$ cat src/rtl/ecg_host_link.sv
// Word-serial host link around an external point_scalar_mult core: load operands, run, stream result.
// Optional watchdog on the RUN state: define ECG_HOST_WATCHDOG_EN.
`ifndef WIDTH
`define WIDTH 47
`endif
`ifndef SCALAR_WIDTH
`define SCALAR_WIDTH 15
`endif

module ecg_host_link #(
  parameter int unsigned TIMEOUT_CYCLES = 32'd16777215
) (
  input  logic                     clk,
  input  logic                     reset,
  input  logic                     in_valid,
  output logic                     in_ready,
  input  logic [31:0]              in_data,
  output logic                     out_valid,
  input  logic                     out_ready,
  output logic [31:0]              out_data,
  output logic                     core_reset,
  output logic [`WIDTH:0]          core_x1,
  output logic [`WIDTH:0]          core_y1,
  output logic                     core_zero1,
  output logic [`SCALAR_WIDTH:0]   core_c,
  input  logic                     core_done,
  input  logic [`WIDTH:0]          core_x3,
  input  logic [`WIDTH:0]          core_y3,
  input  logic                     core_zero3,
  output logic                     busy
);

  localparam int unsigned WX   = `WIDTH + 1;
  localparam int unsigned WC   = `SCALAR_WIDTH + 1;
  localparam int unsigned NX   = (WX + 31) / 32;
  localparam int unsigned NC   = (WC + 31) / 32;
  localparam int unsigned NIN  = 1 + 2 * NX + NC;
  localparam int unsigned NOUT = 1 + 2 * NX;
  localparam int unsigned CW   = $clog2(NIN);

  typedef enum logic [1:0] {LOAD, START, RUN, UNLOAD} state_t;

  state_t          state_q, state_d;
  logic [CW-1:0]   cnt_q, cnt_d;
  logic [WX-1:0]   x1_q, x1_d, y1_q, y1_d, x3_q, x3_d, y3_q, y3_d;
  logic [WC-1:0]   c_q, c_d;
  logic            zero1_q, zero1_d, zero3_q, zero3_d, tout_q, tout_d;
  logic            in_ready_q, in_ready_d, out_valid_q, out_valid_d;
  logic            core_reset_q, core_reset_d, busy_q, busy_d;
  logic [31:0]     out_data_q, out_data_d;
  logic            in_fire, out_fire, timeout_c;

`ifdef ECG_HOST_WATCHDOG_EN
  logic [31:0] wd_q, wd_d;

  // Cycle counter that only runs while waiting for the core
  always_comb begin
    wd_d      = '0;
    timeout_c = 1'b0;
    if (state_q == RUN) begin
      if (wd_q == 32'(TIMEOUT_CYCLES) - 32'd1) timeout_c = 1'b1;
      else                                      wd_d      = wd_q + 32'd1;
    end
  end

  always_ff @(posedge clk) begin
    if (!reset) wd_q <= '0;
    else        wd_q <= wd_d;
  end
`else
  logic unused_timeout;

  always_comb begin
    timeout_c      = 1'b0;
    unused_timeout = (TIMEOUT_CYCLES == 32'd0);
  end
`endif

  // Next-state, operand/result capture and registered output decode
  always_comb begin
    state_d    = state_q;
    cnt_d      = cnt_q;
    x1_d       = x1_q;
    y1_d       = y1_q;
    c_d        = c_q;
    zero1_d    = zero1_q;
    x3_d       = x3_q;
    y3_d       = y3_q;
    zero3_d    = zero3_q;
    tout_d     = tout_q;
    out_data_d = '0;
    in_fire    = in_ready_q & in_valid;
    out_fire   = out_valid_q & out_ready;

    case (state_q)
      LOAD: begin
        if (in_fire) begin
          if (cnt_q == '0) zero1_d = in_data[0];
          for (int b = 0; b < WX; b++) begin
            if (cnt_q == CW'(1 + b / 32))      x1_d[b] = in_data[b % 32];
            if (cnt_q == CW'(1 + NX + b / 32)) y1_d[b] = in_data[b % 32];
          end
          for (int b = 0; b < WC; b++) begin
            if (cnt_q == CW'(1 + 2 * NX + b / 32)) c_d[b] = in_data[b % 32];
          end
          if (cnt_q == CW'(NIN - 1)) begin
            state_d = START;
            cnt_d   = '0;
          end else begin
            cnt_d = cnt_q + CW'(1);
          end
        end
      end
      START: state_d = RUN;
      RUN: begin
        if (core_done) begin
          x3_d    = core_x3;
          y3_d    = core_y3;
          zero3_d = core_zero3;
          tout_d  = 1'b0;
          state_d = UNLOAD;
          cnt_d   = '0;
        end else if (timeout_c) begin
          x3_d    = '0;
          y3_d    = '0;
          zero3_d = 1'b0;
          tout_d  = 1'b1;
          state_d = UNLOAD;
          cnt_d   = '0;
        end
      end
      UNLOAD: begin
        if (out_fire) begin
          if (cnt_q == CW'(NOUT - 1)) begin
            state_d = LOAD;
            cnt_d   = '0;
          end else begin
            cnt_d = cnt_q + CW'(1);
          end
        end
      end
      default: state_d = LOAD;
    endcase

    // Word selection follows the next counter so out_data stays put during a stall
    if (state_d == UNLOAD) begin
      if (cnt_d == '0) out_data_d[1:0] = {tout_d, zero3_d};
      for (int b = 0; b < WX; b++) begin
        if (cnt_d == CW'(1 + b / 32))      out_data_d[b % 32] = x3_d[b];
        if (cnt_d == CW'(1 + NX + b / 32)) out_data_d[b % 32] = y3_d[b];
      end
    end

    in_ready_d   = (state_d == LOAD);
    out_valid_d  = (state_d == UNLOAD);
    core_reset_d = (state_d != RUN);
    busy_d       = (state_d != LOAD);
  end

  always_ff @(posedge clk) begin
    if (!reset) begin
      state_q      <= LOAD;
      cnt_q        <= '0;
      x1_q         <= '0;
      y1_q         <= '0;
      c_q          <= '0;
      zero1_q      <= 1'b0;
      x3_q         <= '0;
      y3_q         <= '0;
      zero3_q      <= 1'b0;
      tout_q       <= 1'b0;
      out_data_q   <= '0;
      in_ready_q   <= 1'b0;
      out_valid_q  <= 1'b0;
      core_reset_q <= 1'b1;
      busy_q       <= 1'b0;
    end else begin
      state_q      <= state_d;
      cnt_q        <= cnt_d;
      x1_q         <= x1_d;
      y1_q         <= y1_d;
      c_q          <= c_d;
      zero1_q      <= zero1_d;
      x3_q         <= x3_d;
      y3_q         <= y3_d;
      zero3_q      <= zero3_d;
      tout_q       <= tout_d;
      out_data_q   <= out_data_d;
      in_ready_q   <= in_ready_d;
      out_valid_q  <= out_valid_d;
      core_reset_q <= core_reset_d;
      busy_q       <= busy_d;
    end
  end

  assign in_ready   = in_ready_q;
  assign out_valid  = out_valid_q;
  assign out_data   = out_data_q;
  assign core_reset = core_reset_q;
  assign busy       = busy_q;
  assign core_x1    = x1_q;
  assign core_y1    = y1_q;
  assign core_zero1 = zero1_q;
  assign core_c     = c_q;

endmodule

$ cat config.mk
export PLATFORM = sky130hd
export DESIGN_NAME = ecg_host_link
export DESIGN_NICKNAME = d
export VERILOG_FILES = /design/src/rtl/ecg_host_link.sv
export SDC_FILE = /design/constraint.sdc
export NUM_CORES = 1
export LEC_CHECK = 0
export ABC_AREA = 0
export CORE_MARGIN = 2
export CORE_UTILIZATION = 45
export DETAILED_ROUTE_END_ITERATION = 7
export PLACE_DENSITY = 0.83
export SYNTH_ARGS = -nofsm -noshare
export SYNTH_HDL_FRONTEND = slang
export SYNTH_SLANG_ARGS = --single-unit
$ cat constraint.sdc
create_clock -name clk -period 5.07 [get_ports clk]
set_clock_uncertainty 0.05 [all_clocks]
set_input_delay 1.2675 -clock clk [delete_from_list [all_inputs] [get_ports clk]]
set_output_delay 1.2675 -clock clk [all_outputs]
set_load 0.02 [all_outputs]
==> flow_metrics.tcl, run 1 <==
set metrics [dict create \
    status "completed" \
    drv_cap 0 \
    synth_top_area_share 0.5210 \
    cts_resized 0 \
    crit_type "input pin to flop" \
    placed_cells 1652 \
    rsz0062_at_grt "false" \
    clk_latency_ns 0.53 \
    peakVddDrop_mv 0.2168 \
    vias 9127 \
    p_clk_frac 0.486 \
    seqPwrFrac 0.455 \
    num_antenna_cells 0 \
    yosys_warnings 0 \
    synth_fp_nets 1309 \
    syn_inst 1170 \
    fmax_mhz 290.5 \
    fillers 1674 \
    max_slew.worst_pin.slew_ns 1.230 \
    fin_setup_tns_ns 0 \
    fin_crit_ns 3.442 \
    cts_tree "built" \
    drtAntennaViolNets 0 \
    grt_pass1_vias 8363 \
    synthFlopType "dfxtp_1" \
    layout_common_cells "382 x nand2_1, 282 x clkdlybuf4s50_1, 252 x dfxtp_1" \
    comb_power_share 0.059 \
    drt_iter0_drc 659 \
    synthDistinctLibCells 52 \
    grt_overflow_total 0 \
    grt_pass1_wl_um 43800 \
    wl_per_cell_um 17.03 \
    htree_num_levels 1 \
    hp-class "flop to flop" \
    layout_commonest_cell "nand2_1" \
    clk_pin_slew_ns 0.06 \
    p_int_mw 3.453 \
    fin_crit_sh 0.6789 \
    coreArea_um2 21090 \
    endpoint_kind "flop" \
    grt_usage 0.2409 \
    rows 53 \
    cts_max_path_buffers 3 \
    cp.arrival_ns 3.85 \
    ys_ff_latch 252 \
    cp.required_ns 5.47 \
    drc 0 \
    clock-sinks 252 \
    slew_headroom 0.1779 \
    p_sw_frac 0.2118 \
    setup_viol 0 \
    leakagePower_nw 4.636 \
    synthesis.area_um2 9683 \
    instances_no_fill 1702 \
    power_density_nw_per_um2 322.8 \
    use_met2 0.3950 \
    cts-buffers-inserted 28 \
    routed_wl_um 28990 \
    synth_enable_flop_cells 0 \
    first_pass_iters 5 \
    die_h_um 150.7 \
    whs_ns 0.3977 \
    hold_violations 0 \
    postCtsSetupBuffers 0 \
    antenna_found_initial 0 \
    synth_area_leaders "dfxtp_1 52%, nand2_1 15%, a21oi_1 7.8%, mux2i_1 4.7%, nor2_1 2.8%" \
    synth_area_leader_cell "dfxtp_1" \
    slew_viol_final 0 \
    initial_core_util 0.4592 \
    nNetsFinal 1546 \
    syn_area_per_cell_um2 8.276 \
    gr-usage-met3 0.05879 \
    use_met1 0.3147 \
    cts_root_buf "clkbuf_16" \
    top_usage_layer "met2" \
    port_buffers 282 \
    async_flop_share 0 \
    seq_area_frac_synth 0.5210 \
    critPathMaxFanout 17 \
    grt_max_degree 116 \
    dp_hpwl_um 19350 \
    drive_gt1_frac 0.05886 \
    cp-start-kind "input pin" \
    dieArea_um2 22710 \
    die_w_um 150.7 \
    p_switching_uw 928.1 \
    avgViaCountPerCell 5.363 \
    gp_congestion 0.8545 \
    syn2layout_area_growth_pct 40.20 \
    cts_hold_buffers 0 \
    io_pins 283 \
]
## worst max-delay path, stage by stage
cell	delay, ns
clkdlybuf4s50_1	0.51
and4_1	0.48
a22oi_1	0.25
a211oi_4	0.73
nand2_2	0.36
a31oi_1	0.25
## cells in the mapped netlist (3+ instances only)
library cell,instances
a21oi_1,150
a311oi_1,16
a31o_1,13
a31oi_1,32
and2_1,3
buf_1,3
buf_2,19
buf_4,4
buf_6,4
clkbuf_1,57
dfxtp_1,252
ha_1,5
inv_1,6
mux2i_1,45
nand2_1,382
nand3_1,32
nand4_1,17
nor2_1,71
nor3_1,3
o21ai_0,15
## cell type report
type | instances | area (µm²) | area share
sequential | 252 | 5045 | 0.3716
tap | 275 | 344.1 | 0.02535
clock inverter | 13 | 168.9 | 0.01244
timing repair buffer | 295 | 2945 | 0.2170
inverter | 7 | 31.28 | 0.002304
clock buffer | 37 | 825.8 | 0.06083
multi-input combinational | 823 | 4215 | 0.3105
## sequential cells by signal, indices dropped and copies added (netlist names), 2 cells and up
signal	count
state_q	2
core_c	16
out_data	32
core_y1	48
cnt_q	3
y3_q	48
x3_q	48
core_x1	48
## kinds of logic after synthesis
group / count (synthesis) / synth area share
muxes: 46 / 0.04768
AOI/OAI and AO/OA: 246 / 0.1556
and+or+nand+nor: 526 / 0.2252
DFF: 252 / 0.5210
buffers and inverters: 95 / 0.04406
adders and majority gates: 5 / 0.006461
## routing by layer
layer / vias up / routed length [µm]
li1: 4416 / -
met1: 4218 / 12010
met2: 430 / 13290
met3: 63 / 2849
met4: 0 / 838
met5: - / 0
## power groups by stage
stage          Clock [mW]  Combinational [mW]  Sequential [mW]
2_1_floorplan           0              0.0901             2.04
3_3_place_gp            0               0.253             2.04
3_5_place_dp            0               0.255             2.04
4_1_cts              2.16               0.256             1.99
5_1_grt              2.25               0.275             1.99
6_report             2.13               0.258             1.99
## stage by stage
step	worst slack [ns]	instance area, µm²	power, mW	utilization
after floorplan	2.310	9683	2.133	-
after global placement	1.227	12580	2.289	0.5966
after detailed placement	1.133	12580	2.291	0.5966
after CTS	1.667	13580	4.411	0.6438
after global routing	1.507	13580	4.512	0.6438
final	1.628	13580	4.382	0.6438
## final timing paths
path,startpoint,to,slack (ns),depth (start not counted)
worst min-delay path,tout_q,tout_q,0.40,2
worst max-delay path,out_ready,out_data[12],1.63,6
worst min register to register,tout_q,tout_q,0.40,2
worst max register to register,cnt_q[1],out_data[12],2.05,7
Note: power is estimated with default switching activity, not from simulation.
==> run 2: changes to the inputs <==
--- a/config.mk
+++ b/config.mk
@@ -7,7 +7,7 @@
 export LEC_CHECK = 0
 export ABC_AREA = 0
 export CORE_MARGIN = 2
-export CORE_UTILIZATION = 45
+export CORE_UTILIZATION = 43
 export DETAILED_ROUTE_END_ITERATION = 7
 export PLACE_DENSITY = 0.83
 export SYNTH_ARGS = -nofsm -noshare
==> constraint.sdc (replaced) <==
create_clock -name clk -period 2.8 [get_ports clk]
set_clock_uncertainty 0.05 [all_clocks]
set_input_delay 0.7 -clock clk [delete_from_list [all_inputs] [get_ports clk]]
set_output_delay 0.7 -clock clk [all_outputs]
set_load 0.02 [all_outputs]
==> run 2 against run 1 <==
Compared with the run above: design area up 1.5%; via count up 1.2%; critical endpoint is now out_data[15]; global-route usage decreased by 0.17 points; wire length rose by 2.1%; hold slack gained 0.0057 ns; critical path type is now flop to flop; first-iteration DRC count up 5.0%; non-clock buffer count is 25 higher; register-to-register slack got worse by 1.8 ns; clock power is 60% higher.
==> flow_metrics.tcl, run 2 (same netlist as run 1, synthesis figures left out) <==
set metrics [dict create \
    top_usage_layer "met2" \
    first_pass_iters 5 \
    cts_tree "built" \
    layout_common_cells "382 x nand2_1, 282 x clkdlybuf4s50_1, 252 x dfxtp_1" \
    grt_pass1_wl_um 46410 \
    cp.arrival_ns 2.94 \
    slowest_delay_ns 0.50 \
    drive_gt1_frac 0.06911 \
    clock-sinks 252 \
    grt_pass1_vias 8784 \
    gp_congestion 0.8823 \
    slew_headroom 0.7286 \
    die_w_um 154.1 \
    routed_wl_um 29610 \
    drc 0 \
    antenna_found_initial 1 \
    use_met1 0.3060 \
    leakagePower_nw 4.723 \
    endpoint_kind "flop" \
    fin_setup_tns_ns 0 \
    port_buffers 282 \
    status "completed" \
    clk_latency_ns 0.52 \
    cts-buffers-inserted 26 \
    gr-usage-met3 0.04566 \
    peakVddDrop_mv 0.4097 \
    wl_per_cell_um 17.13 \
    use_met2 0.4141 \
    power_density_nw_per_um2 545.1 \
    vias 9234 \
    hp-class "flop to flop" \
    critPathMaxFanout 14 \
    layout_commonest_cell "nand2_1" \
    fmax_mhz 392.7 \
    rsz0062_at_grt "false" \
    drv_cap 0 \
    max_slew.worst_pin.slew_ns 0.4041 \
    cts_resized 0 \
    postCtsSetupBuffers 0 \
    htree_num_levels 1 \
    setup_viol 0 \
    fin_crit_ns 2.546 \
    avgViaCountPerCell 5.344 \
    hold_violations 0 \
    cts_max_path_buffers 3 \
    dieArea_um2 23730 \
    crit_type "flop to flop" \
    clk_pin_slew_ns 0.06 \
    slowest_stage "dfxtp_1" \
    rows 54 \
    grt_max_degree 63 \
    dp_hpwl_um 20720 \
    die_h_um 154.1 \
    drt_iter0_drc 692 \
    grt_usage 0.2392 \
    cp-start-kind "flop" \
    slew_viol_final 0 \
    syn2layout_area_growth_pct 42.37 \
    cts_root_buf "clkbuf_16" \
    ff2ff_path_depth 7 \
    whs_ns 0.4034 \
    nNetsFinal 1569 \
    cts_hold_buffers 0 \
    io_pins 283 \
    initial_core_util 0.4410 \
    grt_overflow_total 0 \
    fin_crit_sh 0.9094 \
    path_cells "inv_1 > ha_1 > a21oi_1 > a22oi_1 > a211oi_4 > nand2_2 > a31oi_1" \
    drtAntennaViolNets 0 \
    min_path_cells 2 \
    cp.required_ns 3.20 \
    coreArea_um2 21960 \
]
==> run 2: metrics by stage <==
step	util	instances	total power, mW	instance area [µm²]	worst slack (ns)
floorplan	-	1170	3.863	9683	0.5630
global placement	0.5892	1682	4.178	12940	0.1082
detailed placement	0.5892	1682	4.182	12940	0.01741
CTS	0.6277	1727	7.563	13780	0.2838
global route	0.6278	1728	7.733	13790	0.1138
finish	0.6278	1728	7.515	13790	0.2538
==> run 2: worst max-delay path: cells and delay by family (launching register included) <==
kind	cells	cell delay, ns
AOI/OAI and AO/OA	4	1.12
adders and majority gates	1	0.34
buffers and inverters	1	0.20
DFF	1	0.50
and+or+nand+nor	1	0.27
==> run 2: final timing paths <==
check / startpoint / to / slack [ns]
worst min-delay path: core_x1[37] / core_x1[37] / 0.40
worst max register to register: cnt_q[2] / out_data[15] / 0.25
worst max-delay path: cnt_q[2] / out_data[15] / 0.25
worst min register to register: core_x1[37] / core_x1[37] / 0.40
==> run 2: area by class of cell <==
| class | instances | area (µm²) |
|---|---|---|
| clock inverter | 7 | 68.82 |
| multi-input combinational | 823 | 4215 |
| sequential | 252 | 5045 |
| antenna | 1 | 2.502 |
| fill | 1762 | 8173 |
| clock buffer | 38 | 777.0 |
| tap | 280 | 350.3 |
| timing repair buffer | 320 | 3296 |
| inverter | 7 | 31.28 |
==> run 2: where the power goes <==
| part | switching (mW) | total [mW] | leakage [nW] | internal (mW) |
|---|---|---|---|---|
| Clock | 1.40 | 3.41 | 0.412 | 2.01 |
| Sequential | 0.00930 | 3.61 | 2.03 | 3.60 |
| Combinational | 0.243 | 0.501 | 2.28 | 0.258 |
==> run 2: per-layer routing <==
metal / part of all wire / wire [µm]
met2: 0.48 / 14180
met1: 0.41 / 12020
met5: 0 / 0
met3: 0.089 / 2629
met4: 0.026 / 781
==> run 3: changes to the inputs <==
--- a/config.mk
+++ b/config.mk
@@ -7,9 +7,10 @@
 export LEC_CHECK = 0
 export ABC_AREA = 0
 export CORE_MARGIN = 2
-export CORE_UTILIZATION = 43
+export CORE_UTILIZATION = 35
 export DETAILED_ROUTE_END_ITERATION = 7
-export PLACE_DENSITY = 0.83
+export GPL_ROUTABILITY_DRIVEN = 0
+export PLACE_DENSITY = 0.7
 export SYNTH_ARGS = -nofsm -noshare
 export SYNTH_HDL_FRONTEND = slang
 export SYNTH_SLANG_ARGS = --single-unit
==> run 3 against run 2 <==
Compared with the run above: register-to-register slack gained 0.16 ns; sequential share of layout area shrank 0.39 points; via count decreased by 1.5%; critical path depth unchanged; clock power barely moved; die area increased by 22%; maximum frequency up 6.5%; global-route usage is 4.1 points lower; design area grew 1.1%; core utilization is 11 points lower; critical endpoint is now out_data[14]; largest power group unchanged; highest routed layer unchanged.
==> flow_metrics.tcl, run 3 (same netlist as run 1, synthesis figures left out) <==
set metrics [dict create \
    status "completed" \
    cts_root_buf "clkbuf_16" \
    worstHoldStart "core_c[7]" \
    cts_hold_buffers 0 \
    grt_max_degree 68 \
    grt_pass1_wl_um 46020 \
    grt_overflow_total 0 \
    coreArea_um2 27030 \
    clk_latency_ns 0.53 \
    cts-buffers-inserted 27 \
    slowest_delay_ns 0.49 \
    path_cells "inv_1 > ha_1 > a21oi_1 > a22oi_1 > a211oi_4 > nand2_2 > a31oi_1" \
    max_slew.worst_pin.slew_ns 0.3577 \
    vias 9098 \
    antenna_found_initial 1 \
    r2r_slack_ns 0.41 \
    layout_commonest_cell "nand2_1" \
    comb_power_share 0.068 \
    die_h_um 170.3 \
    hold_path_end "core_c[7]" \
    critPathMaxFanout 14 \
    worstReg2RegStart "cnt_q[2]" \
    endpoint_kind "flop" \
    slew_headroom 0.7547 \
    power_density_nw_per_um2 537.6 \
    fmax_mhz 418.3 \
    fin_area_um2 13940 \
    final_core_util 0.5156 \
    hold_violations 0 \
    multi_input_area_um2 4218 \
    cp-start-kind "flop" \
    slowest_stage "dfxtp_1" \
    clk_pin_slew_ns 0.06 \
    r2r-end "out_data[14]" \
    cp.required_ns 3.20 \
    fillers 2507 \
    drive_gt1_frac 0.07550 \
    p_sw_frac 0.2238 \
    avgViaCountPerCell 5.057 \
    cts_tree "built" \
    grt_pass1_vias 8542 \
    setup_viol 0 \
    fin_crit_sh 0.8537 \
    io_pins 283 \
    nNetsFinal 1576 \
    whs_ns 0.4023 \
    p_switching_mw 1.677 \
    seq_area_um2 5045 \
    slew_viol_final 0 \
    cts_max_path_buffers 3 \
    drt_iter0_drc 681 \
    min_path_cells 2 \
    p_clk_frac 0.451 \
    hp-class "flop to flop" \
    peakVddDrop_mv 0.3894 \
    routed_wl_um 29760 \
    drtAntennaViolNets 0 \
    syn2layout_area_growth_pct 43.92 \
    layout_common_cells "382 x nand2_1, 282 x clkdlybuf4s50_1, 252 x dfxtp_1" \
    drc 0 \
    wl_per_cell_um 16.54 \
    rsz0062_at_grt "false" \
    initial_core_util 0.3583 \
    postCtsSetupBuffers 0 \
    placed_area_um2 13090 \
    clock-sinks 252 \
    grt_usage 0.1986 \
    first_pass_iters 5 \
    die_w_um 170.3 \
    drv_cap 0 \
    cts_resized 0 \
    rows 60 \
    leakagePower_nw 4.772 \
    p_int_mw 5.815 \
    htree_num_levels 1 \
    fin_crit_ns 2.390 \
    port_buffers 282 \
    seqPwrFrac 0.482 \
    dp_hpwl_um 21200 \
    dieArea_um2 29010 \
    crit_type "flop to flop" \
    ff2ff_path_depth 7 \
    cp.arrival_ns 2.79 \
]
==> run 3: cell count changes in the layout (fill, tap and decap cells not counted) <==
cell / change
buf_12: +2
buf_4: +4
bufinv_16: -1
clkbuf_1: +1
clkbuf_8: +1
clkinv_2: +4
clkinv_4: +1
clkinvlp_4: -2
nor2_1: -1
nor2_2: +1
==> run 3: worst max path at each step <==
stage	slack, ns	depth (start not counted)	startpoint	end
final	0.41	7	cnt_q[2]	out_data[14]
after global routing	0.24	8	cnt_q[0]	x3_q[26]
after CTS	0.38	1	in_ready	in_ready
after detailed placement	-0.03	8	out_ready	x3_q[26]
after global placement	0.08	8	out_ready	out_data[13]
after floorplan	0.56	8	cnt_q[1]	out_data[1]
==> run 3: layout make-up <==
class / count / share of cell area
timing repair buffer: 326 / 0.2415
tap: 341 / 0.03062
antenna: 1 / 0.0001796
clock buffer: 40 / 0.05701
inverter: 7 / 0.002245
multi-input combinational: 823 / 0.3027
clock inverter: 9 / 0.003771
sequential: 252 / 0.3620
==> run 3: critical path: cells and delay by family (launching register included) <==
family          cells  cell delay, ns
simple gates        1            0.25
buf+inv             1            0.21
flops               1            0.49
compound gates      4            0.96
fa+ha+maj           1            0.35
==> run 3: metal layers <==
layer,up-vias,global-route usage,share of wire
met1,4209,0.2579,0.43
li1,4492,-,-
met3,46,0.04698,0.087
met5,-,0,0
met2,351,0.3309,0.46
met4,0,0.05277,0.026
==> run 3: through the flow <==
| stage | TNS [ns] | cells | worst slack, ns | total power, mW |
|---|---|---|---|---|
| global route | 0 | 1798 | 0.2402 | 7.757 |
| global placement | 0 | 1749 | 0.08324 | 4.188 |
| floorplan | 0 | 1170 | 0.5630 | 3.863 |
| detailed placement | -0.08996 | 1749 | -0.02876 | 4.191 |
| finish | 0 | 1799 | 0.4095 | 7.491 |
| CTS | 0 | 1798 | 0.3806 | 7.592 |
==> run 3: power by group through the flow <==
stage               Clock [mW]  Combinational (mW)  Sequential (mW)
floorplan                    0               0.163             3.70
global placement             0               0.502             3.69
detailed placement           0               0.505             3.69
CTS                       3.48               0.507             3.61
global route              3.61               0.539             3.61
finish                    3.38               0.506             3.61
